**src/rtl/sprinkler_pkg.sv**
```systemverilog
// Shared types and constants for the sprinkler schedule controller.
package sprinkler_pkg;

  localparam int unsigned NUM_ZONES = 4;
  localparam int unsigned ZONE_W    = 2;
  localparam int unsigned DIGIT_W   = 8;
  localparam int unsigned TIME_W    = 4 * DIGIT_W;

  // Times are four ASCII digits HHMM, big-endian, so unsigned compares keep order.
  localparam logic [DIGIT_W-1:0] ASCII_ZERO    = 8'h30;
  localparam logic [TIME_W-1:0]  TIME_MIDNIGHT = {4{ASCII_ZERO}};

  typedef enum logic [1:0] {
    IDLE = 2'd0,
    LOAD = 2'd1,
    RUN  = 2'd2
  } state_e;

  typedef enum logic [1:0] {
    SCAN_IDLE   = 2'd0,
    SCAN_CMP    = 2'd1,
    SCAN_COMMIT = 2'd2
  } scan_e;

  typedef struct packed {
    logic [ZONE_W-1:0] zone;
    logic [TIME_W-1:0] start;
    logic [TIME_W-1:0] stop;
  } entry_t;

  function automatic logic [NUM_ZONES-1:0] zone_onehot(input logic [ZONE_W-1:0] z);
    return NUM_ZONES'(1) << z;
  endfunction

  // Isolates the lowest set bit (two's complement trick).
  function automatic logic [NUM_ZONES-1:0] lowest_bit(input logic [NUM_ZONES-1:0] v);
    return v & (~v + NUM_ZONES'(1));
  endfunction

endpackage

```
**src/rtl/schedule_table.sv**
```systemverilog
// Schedule record storage: one synchronous write port, one combinational read port.
module schedule_table
  import sprinkler_pkg::*;
#(
  parameter int unsigned DEPTH  = 8,
  parameter int unsigned ADDR_W = 3
) (
  input  logic              clk,
  input  logic              we,
  input  logic [ADDR_W-1:0] waddr,
  input  entry_t            wdata,
  input  logic [ADDR_W-1:0] raddr,
  output entry_t            rdata
);

  entry_t mem [DEPTH];

  always_ff @(posedge clk) begin
    if (we) mem[waddr] <= wdata;
  end

  assign rdata = mem[raddr];

endmodule

```
**src/rtl/schedule_controller.sv**
```systemverilog
// Schedule controller: loads parsed schedule records, then opens at most one
// zone valve per time tick by scanning the table against the sampled time.
module schedule_controller
  import sprinkler_pkg::*;
#(
  parameter int unsigned MAX_ENTRIES  = 8,
  parameter int unsigned LOAD_TIMEOUT = 64
) (
  input  logic                             clk,
  input  logic                             rst,
  input  logic                             load_start,
  output logic                             read_next_line,
  input  logic                             data_valid,
  input  logic [ZONE_W-1:0]                zone,
  input  logic [TIME_W-1:0]                start_time,
  input  logic [TIME_W-1:0]                stop_time,
  input  logic [TIME_W-1:0]                time_now,
  input  logic                             time_tick,
  input  logic                             enable,
  output logic [NUM_ZONES-1:0]             valve,
  output logic                             busy,
  output logic [$clog2(MAX_ENTRIES+1)-1:0] entry_count,
  output logic                             overflow
);

  localparam int unsigned CNT_W  = $clog2(MAX_ENTRIES + 1);
  localparam int unsigned IDX_W  = (MAX_ENTRIES > 1) ? $clog2(MAX_ENTRIES) : 1;
  localparam int unsigned IDLE_W = (LOAD_TIMEOUT > 1) ? $clog2(LOAD_TIMEOUT) : 1;
  localparam logic [CNT_W-1:0]  FULL      = CNT_W'(MAX_ENTRIES);
  localparam logic [IDLE_W-1:0] IDLE_LAST = IDLE_W'(LOAD_TIMEOUT - 1);

  state_e               state_q, state_d;
  scan_e                scan_q, scan_d;
  logic [CNT_W-1:0]     count_q, count_d;
  logic [IDLE_W-1:0]    idle_q, idle_d;
  logic [IDX_W-1:0]     idx_q, idx_d;
  logic [TIME_W-1:0]    time_q, time_d;
  logic [NUM_ZONES-1:0] pend_q, pend_d;
  logic                 tick_pend_q, tick_pend_d;
  logic                 overflow_q, overflow_d;
  logic [NUM_ZONES-1:0] valve_q, valve_d;
  logic                 rnl_q, rnl_d;
  logic                 busy_q, busy_d;

  logic   tbl_we;
  logic   hit;
  entry_t wr_entry;
  entry_t rd_entry;

  assign wr_entry = {zone, start_time, stop_time};

  schedule_table #(
    .DEPTH  (MAX_ENTRIES),
    .ADDR_W (IDX_W)
  ) u_table (
    .clk   (clk),
    .we    (tbl_we),
    .waddr (IDX_W'(count_q)),
    .wdata (wr_entry),
    .raddr (idx_q),
    .rdata (rd_entry)
  );

  // State register
  always_ff @(posedge clk or posedge rst) begin
    if (rst) begin
      state_q     <= IDLE;
      scan_q      <= SCAN_IDLE;
      count_q     <= '0;
      idle_q      <= '0;
      idx_q       <= '0;
      time_q      <= TIME_MIDNIGHT;
      pend_q      <= '0;
      tick_pend_q <= 1'b0;
      overflow_q  <= 1'b0;
      valve_q     <= '0;
      rnl_q       <= 1'b0;
      busy_q      <= 1'b0;
    end else begin
      state_q     <= state_d;
      scan_q      <= scan_d;
      count_q     <= count_d;
      idle_q      <= idle_d;
      idx_q       <= idx_d;
      time_q      <= time_d;
      pend_q      <= pend_d;
      tick_pend_q <= tick_pend_d;
      overflow_q  <= overflow_d;
      valve_q     <= valve_d;
      rnl_q       <= rnl_d;
      busy_q      <= busy_d;
    end
  end

  // Next-state: load sequencing, scan stepping and valve commit
  always_comb begin
    state_d     = state_q;
    scan_d      = scan_q;
    count_d     = count_q;
    idle_d      = idle_q;
    idx_d       = idx_q;
    time_d      = time_q;
    pend_d      = pend_q;
    tick_pend_d = tick_pend_q;
    overflow_d  = overflow_q;
    valve_d     = valve_q;
    tbl_we      = 1'b0;
    hit         = (rd_entry.start <= time_q) && (time_q < rd_entry.stop);

    if (load_start) begin
      state_d     = LOAD;
      scan_d      = SCAN_IDLE;
      count_d     = '0;
      idle_d      = '0;
      idx_d       = '0;
      pend_d      = '0;
      tick_pend_d = 1'b0;
      overflow_d  = 1'b0;
      valve_d     = '0;
    end else begin
      case (state_q)
        LOAD: begin
          if (data_valid) begin
            idle_d = '0;
            if (count_q == FULL) begin
              overflow_d = 1'b1;
            end else if (stop_time > start_time) begin
              tbl_we  = 1'b1;
              count_d = count_q + CNT_W'(1);
            end
          end else begin
            idle_d = idle_q + IDLE_W'(1);
          end
          if ((count_d == FULL) || (idle_q == IDLE_LAST)) state_d = RUN;
        end
        RUN: begin
          // Parser may still deliver a record after the table filled up.
          if (data_valid && (count_q == FULL)) overflow_d = 1'b1;
          case (scan_q)
            SCAN_IDLE: begin
              if (time_tick || tick_pend_q) begin
                time_d      = time_now;
                idx_d       = '0;
                pend_d      = '0;
                tick_pend_d = 1'b0;
                scan_d      = (count_q == '0) ? SCAN_COMMIT : SCAN_CMP;
              end
            end
            SCAN_CMP: begin
              tick_pend_d = tick_pend_q | time_tick;
              if (hit) pend_d = pend_q | zone_onehot(rd_entry.zone);
              if (idx_q == IDX_W'(count_q - CNT_W'(1))) scan_d = SCAN_COMMIT;
              else idx_d = idx_q + IDX_W'(1);
            end
            SCAN_COMMIT: begin
              tick_pend_d = tick_pend_q | time_tick;
              valve_d     = lowest_bit(pend_q);
              scan_d      = SCAN_IDLE;
            end
            default: scan_d = SCAN_IDLE;
          endcase
        end
        default: state_d = IDLE;
      endcase
    end

    if (!enable) valve_d = '0;

    rnl_d  = (state_d == LOAD);
    busy_d = (state_d == LOAD) || (scan_d != SCAN_IDLE);
  end

  assign read_next_line = rnl_q;
  assign busy           = busy_q;
  assign entry_count    = count_q;
  assign overflow       = overflow_q;
  assign valve          = valve_q;

endmodule

```
**config.mk**
```make
export PLATFORM = sky130hd
export DESIGN_NAME = schedule_controller
export DESIGN_NICKNAME = d
export VERILOG_FILES = /design/src/rtl/sprinkler_pkg.sv /design/src/rtl/schedule_table.sv /design/src/rtl/schedule_controller.sv
export SDC_FILE = /design/constraint.sdc
export NUM_CORES = 1
export LEC_CHECK = 0
export CORE_UTILIZATION = 50
export CTS_CLUSTER_DIAMETER = 60
export CTS_CLUSTER_SIZE = 10
export DETAILED_ROUTE_END_ITERATION = 12
export PLACE_DENSITY = 0.64
export SYNTH_ARGS = -nofsm -noshare
export SYNTH_HDL_FRONTEND = slang
export SYNTH_SLANG_ARGS = --single-unit
```
**constraint.sdc**
```tcl
create_clock -name clk -period 9.2 [get_ports clk]
set_input_delay 1.84 -clock clk [delete_from_list [all_inputs] [get_ports clk]]
set_output_delay 1.84 -clock clk [all_outputs]
set_load 0.03 [all_outputs]
```
==> results.sh, run 1 <==
export IMPL_status="finished, final reports clean"
export IMPL_clkPwrFrac_pct=44.0
export IMPL_final_cell_mix="edfxtp_1, nand2_1, mux4_2"
export IMPL_drtPass1Iterations=7
export IMPL_rows=81
export IMPL_cp_arrival_ns=6.18
export IMPL_r2r_start="idx_q[0]$_DFFE_PP0P_"
export IMPL_tightest_slew_ns=1.02
export IMPL_yosysWarnings=0
export IMPL_dp_hpwl_um=35100
export IMPL_vias_per_cell=5.72
export IMPL_grt_pass1_vias=13829
export IMPL_cts_resized=0
export IMPL_portBuffers=114
export IMPL_worstSkewPairLatency_ns=0.59
export IMPL_final_nets=1805
export IMPL_initial_core_util_pct=50.8
export IMPL_synth_fp_nets=1651
export IMPL_cts_inserted_buffers=70
export IMPL_drtIter0Drc=975
export IMPL_cp_startpoint="start_time[15]"
export IMPL_synth_compound_area_share_pct=3.80
export IMPL_post_cts_buffers=0
export IMPL_setup_violations=0
export IMPL_pwr_share_comb_pct=4.3
export IMPL_grt_max_degree=64
export IMPL_gp_congestion=0.824
export IMPL_leakagePower_uw=0.0103
export IMPL_final_common_cell="edfxtp_1"
export IMPL_min_from="overflow$_DFFE_PP0P_"
export IMPL_yosysSeqAreaShare_pct=70.0
export IMPL_fin_tns_setup_ns=0
export IMPL_die_w_um=225
export IMPL_htreeDepth=3
export IMPL_synthToLayoutAreaGrowth_pct=16.5
export IMPL_grt_first_pass_wirelength_um=85500
export IMPL_cts_root_buffer="clkbuf_16"
export IMPL_cp_start_kind="primary input"
export IMPL_hold_class="reg2reg"
export IMPL_finalPower_uw=5720
export IMPL_synth_fa_ha_area_share_pct=5.34
export IMPL_synth_top_flop_cell="edfxtp_1"
export IMPL_yosysUniqueCellTypes=54
export IMPL_end_kind="register"
export IMPL_die_area_mm2=0.0506
export IMPL_critical_path_class="in2reg"
export IMPL_wl_per_cell_um=24.6
export IMPL_overflow=0
export IMPL_period_needed_ns=5.97
export IMPL_synth_async_reset_ratio_pct=10.4
export IMPL_hold_buffers=0
export IMPL_netlist_area_mm2=0.0248
export IMPL_max_cap_violations=0
export IMPL_relSlewSlack_pct=31.6
export IMPL_critPathRequiredTime_ns=9.41
export IMPL_finClkSkew_ns=0.0203
export IMPL_clkTransAtPathRegs_ns=0.05
export IMPL_seqPwrFrac_pct=51.7
export IMPL_grt_setup_unrepaired="false"
export IMPL_drive_above_1_share_pct=16.3
export IMPL_dp_slack_ns=2.61
export IMPL_clockBufferDepth=3
export IMPL_p_switching_uw=1190
export IMPL_cp_max_fo=48
export IMPL_grt_antenna_before_repair=3
export IMPL_switching_share_pct=20.8
export IMPL_p_int_uw=4530
export IMPL_muxShareOfSynthArea_pct=13.6
export IMPL_syn_area_per_cell_um2=17.2
export IMPL_drt_wl_total_um=56800
export IMPL_synthCells=1441
export IMPL_yosys_area_share_simple_pct=5.03
export IMPL_clock_sinks=589
export IMPL_drc=0
export IMPL_fp_coreArea_mm2=0.0490
export IMPL_synth_top_family_by_area="multiplexers"
export IMPL_vias=13219
export IMPL_finalHoldViolCount=0
export IMPL_io_pin_count=115
export IMPL_tritoncts="yes"
export IMPL_antenna_left=0
export IMPL_p_per_area_mw_per_mm2=198
export IMPL_ir_drop_v=0.000187
export IMPL_fmax_ghz=0.168
export IMPL_r2r_slack_ns=4.18
export IMPL_synth_xor_area_share_pct=0.176
export IMPL_report_final_slew_viol_count=0
export IMPL_synth_edf_count=528
export IMPL_finalCritPeriodShare_pct=64.9
export IMPL_fin_ws_ns=3.23
export IMPL_synth_seq_cells=589
export IMPL_hold_ws_ns=0.497
export IMPL_gr_usage_all_layers_pct=23.4
export IMPL_die_h_um=225
==> metrics by stage <==
| step | instance area (um^2) | utilization, % | cells |
|---|---|---|---|
| after floorplan | 24800 | - | 1441 |
| after global placement | 26900 | 54.9 | 2187 |
| after detailed placement | 26900 | 54.9 | 2187 |
| after CTS | 28900 | 59.1 | 2311 |
| after global routing | 28900 | 59.1 | 2312 |
| final | 28900 | 59.1 | 2312 |
==> path summary, 6_finish.rpt <==
path | endpoint | cells after the start
setup / recovery | u_table.mem[2][41]$_DFFE_PP_ | 12
hold / removal | overflow$_DFFE_PP0P_ | 2
setup reg to reg | pend_q[2]$_DFFE_PP0P_ | 13
hold reg to reg | overflow$_DFFE_PP0P_ | 2
max in group asynchronous | idx_q[0]$_DFFE_PP0P_ | 3
min in group asynchronous | time_q[24]$_DFFE_PP0P_ | 3
==> logic make-up (layout without fill, tap and decap cells) <==
family                     Yosys count  count (layout)
adders and majority gates          106             106
other                                0               1
muxes                              172             172
xor gates and xnor gates             5               5
buffers and inverters              134             340
AOI/OAI and AO/OA                  153             153
DFF                                589             589
and+or+nand+nor                    282             282
==> cells in the mapped netlist, types with 9 or more instances <==
library cell / number / area share, %
buf_1: 9 / 0.14
edfxtp_1: 528 / 64
dfrtp_1: 53 / 5.3
o21ai_0: 50 / 1.0
a21oi_1: 46 / 0.93
nor3_1: 9 / 0.18
nand3_1: 9 / 0.18
mux4_2: 132 / 12
mux2i_1: 37 / 1.5
a21o_1: 23 / 0.69
nor2_1: 52 / 0.79
ha_1: 106 / 5.3
nand4_1: 22 / 0.55
nand2_1: 159 / 2.4
clkbuf_1: 37 / 0.56
inv_1: 80 / 1.2
==> state kept, by name (all words and copies together), names as in the netlist, 3 cells and up <==
register     count
valve            4
idx_q            3
idle_q           6
time_q          32
pend_q           4
entry_count      4
u_table.mem    528
==> worst max-delay path, cell delays in order <==
cell and delay (ns):
clkdlybuf4s50_1 0.61, inv_1 0.10, ha_1 0.32, nand4_1 0.25, a2111oi_0 0.45, or4_1 0.33
a22oi_2 0.11, or2_2 0.34, nor2_1 0.13, nand2_1 0.23, nor2_4 0.61, buf_4 0.80
==> final cells by class <==
type                       instances  area, um^2
fill                            3721       20000
sequential                       589       17400
multi-input combinational        718        7000
clock buffer                     116        2010
timing repair buffer             136        1330
tap                              664         831
inverter                          80         302
clock inverter                     8        62.6
antenna                            1        2.50
==> routing by layer <==
layer / wire [um] / vias up / global-route usage, %
met5: 23 / - / 0
met4: 1730 / 4 / 8.78
met3: 3160 / 113 / 4.92
met2: 28500 / 372 / 38.9
met1: 23300 / 6794 / 30.3
li1: - / 5936 / -
==> power by group through the flow <==
stage               clock, uW  sequential (uW)  combinational [uW]
global route             2680             2960                 272
detailed placement          0             3010                 248
global placement            0             3010                 241
floorplan                   0             3010                 110
CTS                      2580             2960                 249
finish                   2520             2960                 247
Power figures use the tool's default switching activity.
==> inputs of run 2 (changes only) <==
==> constraint.sdc (replaced) <==
create_clock -name clk -period 6.2 [get_ports clk]
set_input_delay 1.24 -clock clk [delete_from_list [all_inputs] [get_ports clk]]
set_output_delay 1.24 -clock clk [all_outputs]
set_load 0.03 [all_outputs]
==> run 2 against run 1 <==
  * Register-to-register slack worse by 2.5 ns
  * Clock skew shrank 0.0015 ns
  * First-iteration DRC count grew 7.6%
  * Utilization rose by 0.23 points
  * Die area stayed put
  * Sequential power is 48% higher
  * Cell count grew 0.69%
  * Critical path type unchanged
==> results.sh, run 2 (synthesis results as in run 1) <==
export IMPL_report_final_slew_viol_count=0
export IMPL_p_per_area_mw_per_mm2=292
export IMPL_p_switching_uw=1750
export IMPL_cts_resized=0
export IMPL_cp_max_fo=58
export IMPL_vias_per_cell=5.64
export IMPL_finClkSkew_ns=0.0188
export IMPL_relSlewSlack_pct=39.3
export IMPL_clock_sinks=589
export IMPL_slowest_delay_ns=0.63
export IMPL_critical_path_class="in2reg"
export IMPL_grt_setup_unrepaired="false"
export IMPL_fill_cells=3664
export IMPL_rr_endpoint="pend_q[2]$_DFFE_PP0P_"
export IMPL_wl_per_cell_um=24.5
export IMPL_rows=81
export IMPL_reg_largest_list="u_table.mem x528, time_q x32, idle_q x6"
export IMPL_post_route_util_pct=59.3
export IMPL_cts_root_buffer="clkbuf_16"
export IMPL_grt_antenna_before_repair=1
export IMPL_cp_startpoint="start_time[15]"
export IMPL_antenna_left=0
export IMPL_tightest_slew_ns=0.908
export IMPL_clkPwrFrac_pct=43.8
export IMPL_seqPwrFrac_pct=51.8
export IMPL_r2r_cells=13
export IMPL_tritoncts="yes"
export IMPL_drtIter0Drc=1049
export IMPL_drt_wl_total_um=57100
export IMPL_finalPower_uw=8480
export IMPL_ir_drop_v=0.000227
export IMPL_switching_share_pct=20.7
export IMPL_finalCritPeriodShare_pct=76.4
export IMPL_cp_arrival_ns=4.96
export IMPL_pwr_share_comb_pct=4.3
export IMPL_die_w_um=225
export IMPL_period_needed_ns=4.73
export IMPL_synthToLayoutAreaGrowth_pct=16.9
export IMPL_setup_violations=0
export IMPL_antenna_cells=0
export IMPL_grt_first_pass_wirelength_um=85700
export IMPL_io_pin_count=115
export IMPL_gp_congestion=0.818
export IMPL_hold_path_end="overflow$_DFFE_PP0P_"
export IMPL_multiInputGateArea_mm2=0.00701
export IMPL_p_int_uw=6720
export IMPL_clockBufferDepth=3
export IMPL_vias=13120
export IMPL_overflow=0
export IMPL_grt_pass1_vias=13642
export IMPL_seq_area_mm2=0.0174
export IMPL_hold_buffers=0
export IMPL_final_common_cell="edfxtp_1"
export IMPL_hold_depth=2
export IMPL_fin_tns_setup_ns=0
export IMPL_top_register="u_table.mem"
export IMPL_r2r_start="idx_q[0]$_DFFE_PP0P_"
export IMPL_fp_coreArea_mm2=0.0490
export IMPL_portBuffers=114
export IMPL_htreeDepth=3
export IMPL_finalHoldViolCount=0
export IMPL_cts_inserted_buffers=69
export IMPL_end_kind="register"
export IMPL_die_h_um=225
export IMPL_largest_reg_flops=528
export IMPL_clkTransAtPathRegs_ns=0.06
export IMPL_hold_class="reg2reg"
export IMPL_fmax_ghz=0.211
export IMPL_status="finished, final reports clean"
export IMPL_min_from="overflow$_DFFE_PP0P_"
export IMPL_drive_above_1_share_pct=16.8
export IMPL_final_nets=1818
export IMPL_grt_max_degree=67
export IMPL_critPathRequiredTime_ns=6.43
export IMPL_drtPass1Iterations=7
export IMPL_gr_usage_all_layers_pct=23.5
export IMPL_path_buf_inv=3
export IMPL_path_delay_family="simple AND/OR/NAND/NOR gates"
export IMPL_max_cap_violations=0
export IMPL_worstSkewPairLatency_ns=0.60
export IMPL_r2r_slack_ns=1.67
export IMPL_worstPathCellList="clkdlybuf4s50_1 > inv_1 > ha_1 > nand4_1 > a2111oi_0 > or4_1 > a22oi_2 > or2_2 > nor2_1 > nand2_1 > nor2_4 > buf_12"
export IMPL_leakagePower_uw=0.0103
export IMPL_final_cell_mix="edfxtp_1, nand2_1, mux4_2"
export IMPL_drc=0
export IMPL_cp_start_kind="primary input"
export IMPL_worst_path_max_delay_cell="clkdlybuf4s50_1"
export IMPL_dp_hpwl_um=37000
export IMPL_initial_core_util_pct=50.8
export IMPL_post_cts_buffers=0
export IMPL_die_area_mm2=0.0506
[run 2: cell types whose count changed in the layout (fill, tap and decap cells not counted), sizes merged]
| cell | before | now |
|---|---|---|
| clkinv | 5 | 2 |
| diode | 1 | 0 |
| bufinv | 0 | 1 |
| buf | 22 | 36 |
| clkbuf | 116 | 121 |
| inv | 82 | 83 |
| clkinvlp | 1 | 0 |
[run 2: power by group through the flow]
| stage | Clock [uW] | Combinational [uW] | Sequential, uW |
|---|---|---|---|
| finish | 3710 | 368 | 4390 |
| global route | 3920 | 407 | 4390 |
| CTS | 3790 | 371 | 4390 |
| detailed placement | 0 | 370 | 4470 |
| global placement | 0 | 362 | 4470 |
| floorplan | 0 | 163 | 4470 |
[run 2: metal layers]
metal	GRT usage (%)	routed length (um)	share of wire [%]
met5	0	9	0.016
met4	6.65	1310	2.3
met3	4.95	3200	5.6
met2	40.0	29000	51
met1	30.6	23600	41
[run 2: layout make-up]
cell class / count / share of cell area, %
inverter: 80 / 1.04
clock inverter: 6 / 0.280
timing repair buffer: 150 / 4.99
sequential: 589 / 59.9
tap: 664 / 2.86
clock buffer: 121 / 6.80
multi-input combinational: 718 / 24.1
[run 2: per-stage QoR]
stage          hold WS [ns]  std cells  setup slack (ns)  cell area (um^2)
2_1_floorplan         0.489       1441           0.00963             24900
3_3_place_gp          0.479       2201             0.892             27000
3_5_place_dp          0.497       2201             0.874             27000
4_1_cts               0.510       2328              1.49             29000
5_1_grt               0.526       2328              1.24             29000
6_report              0.499       2328              1.47             29000
[run 2: worst max path at each step]
stage / endpoint / slack, ns / cells after the start
after floorplan: u_table.mem[5][0]$_DFFE_PP_ / 0.01 / 10
after global placement: u_table.mem[6][26]$_DFFE_PP_ / 0.89 / 12
after detailed placement: u_table.mem[6][26]$_DFFE_PP_ / 0.87 / 12
after CTS: u_table.mem[6][26]$_DFFE_PP_ / 1.49 / 12
after global routing: u_table.mem[6][26]$_DFFE_PP_ / 1.24 / 12
final: u_table.mem[6][26]$_DFFE_PP_ / 1.47 / 12
[run 2: worst reg2reg max path, stage by stage (launching register included)]
cell       delay (ns)
dfrtp_4          0.91
buf_4            0.75
mux4_2           0.64
nand2_1          0.12
nand2_1          0.08
ha_1             0.29
a21o_1           0.16
a21o_1           0.17
a21oi_1          0.16
nor2_1           0.05
a2111oi_0        0.48
o211ai_1         0.16
o21ai_0          0.24
a32o_1           0.25
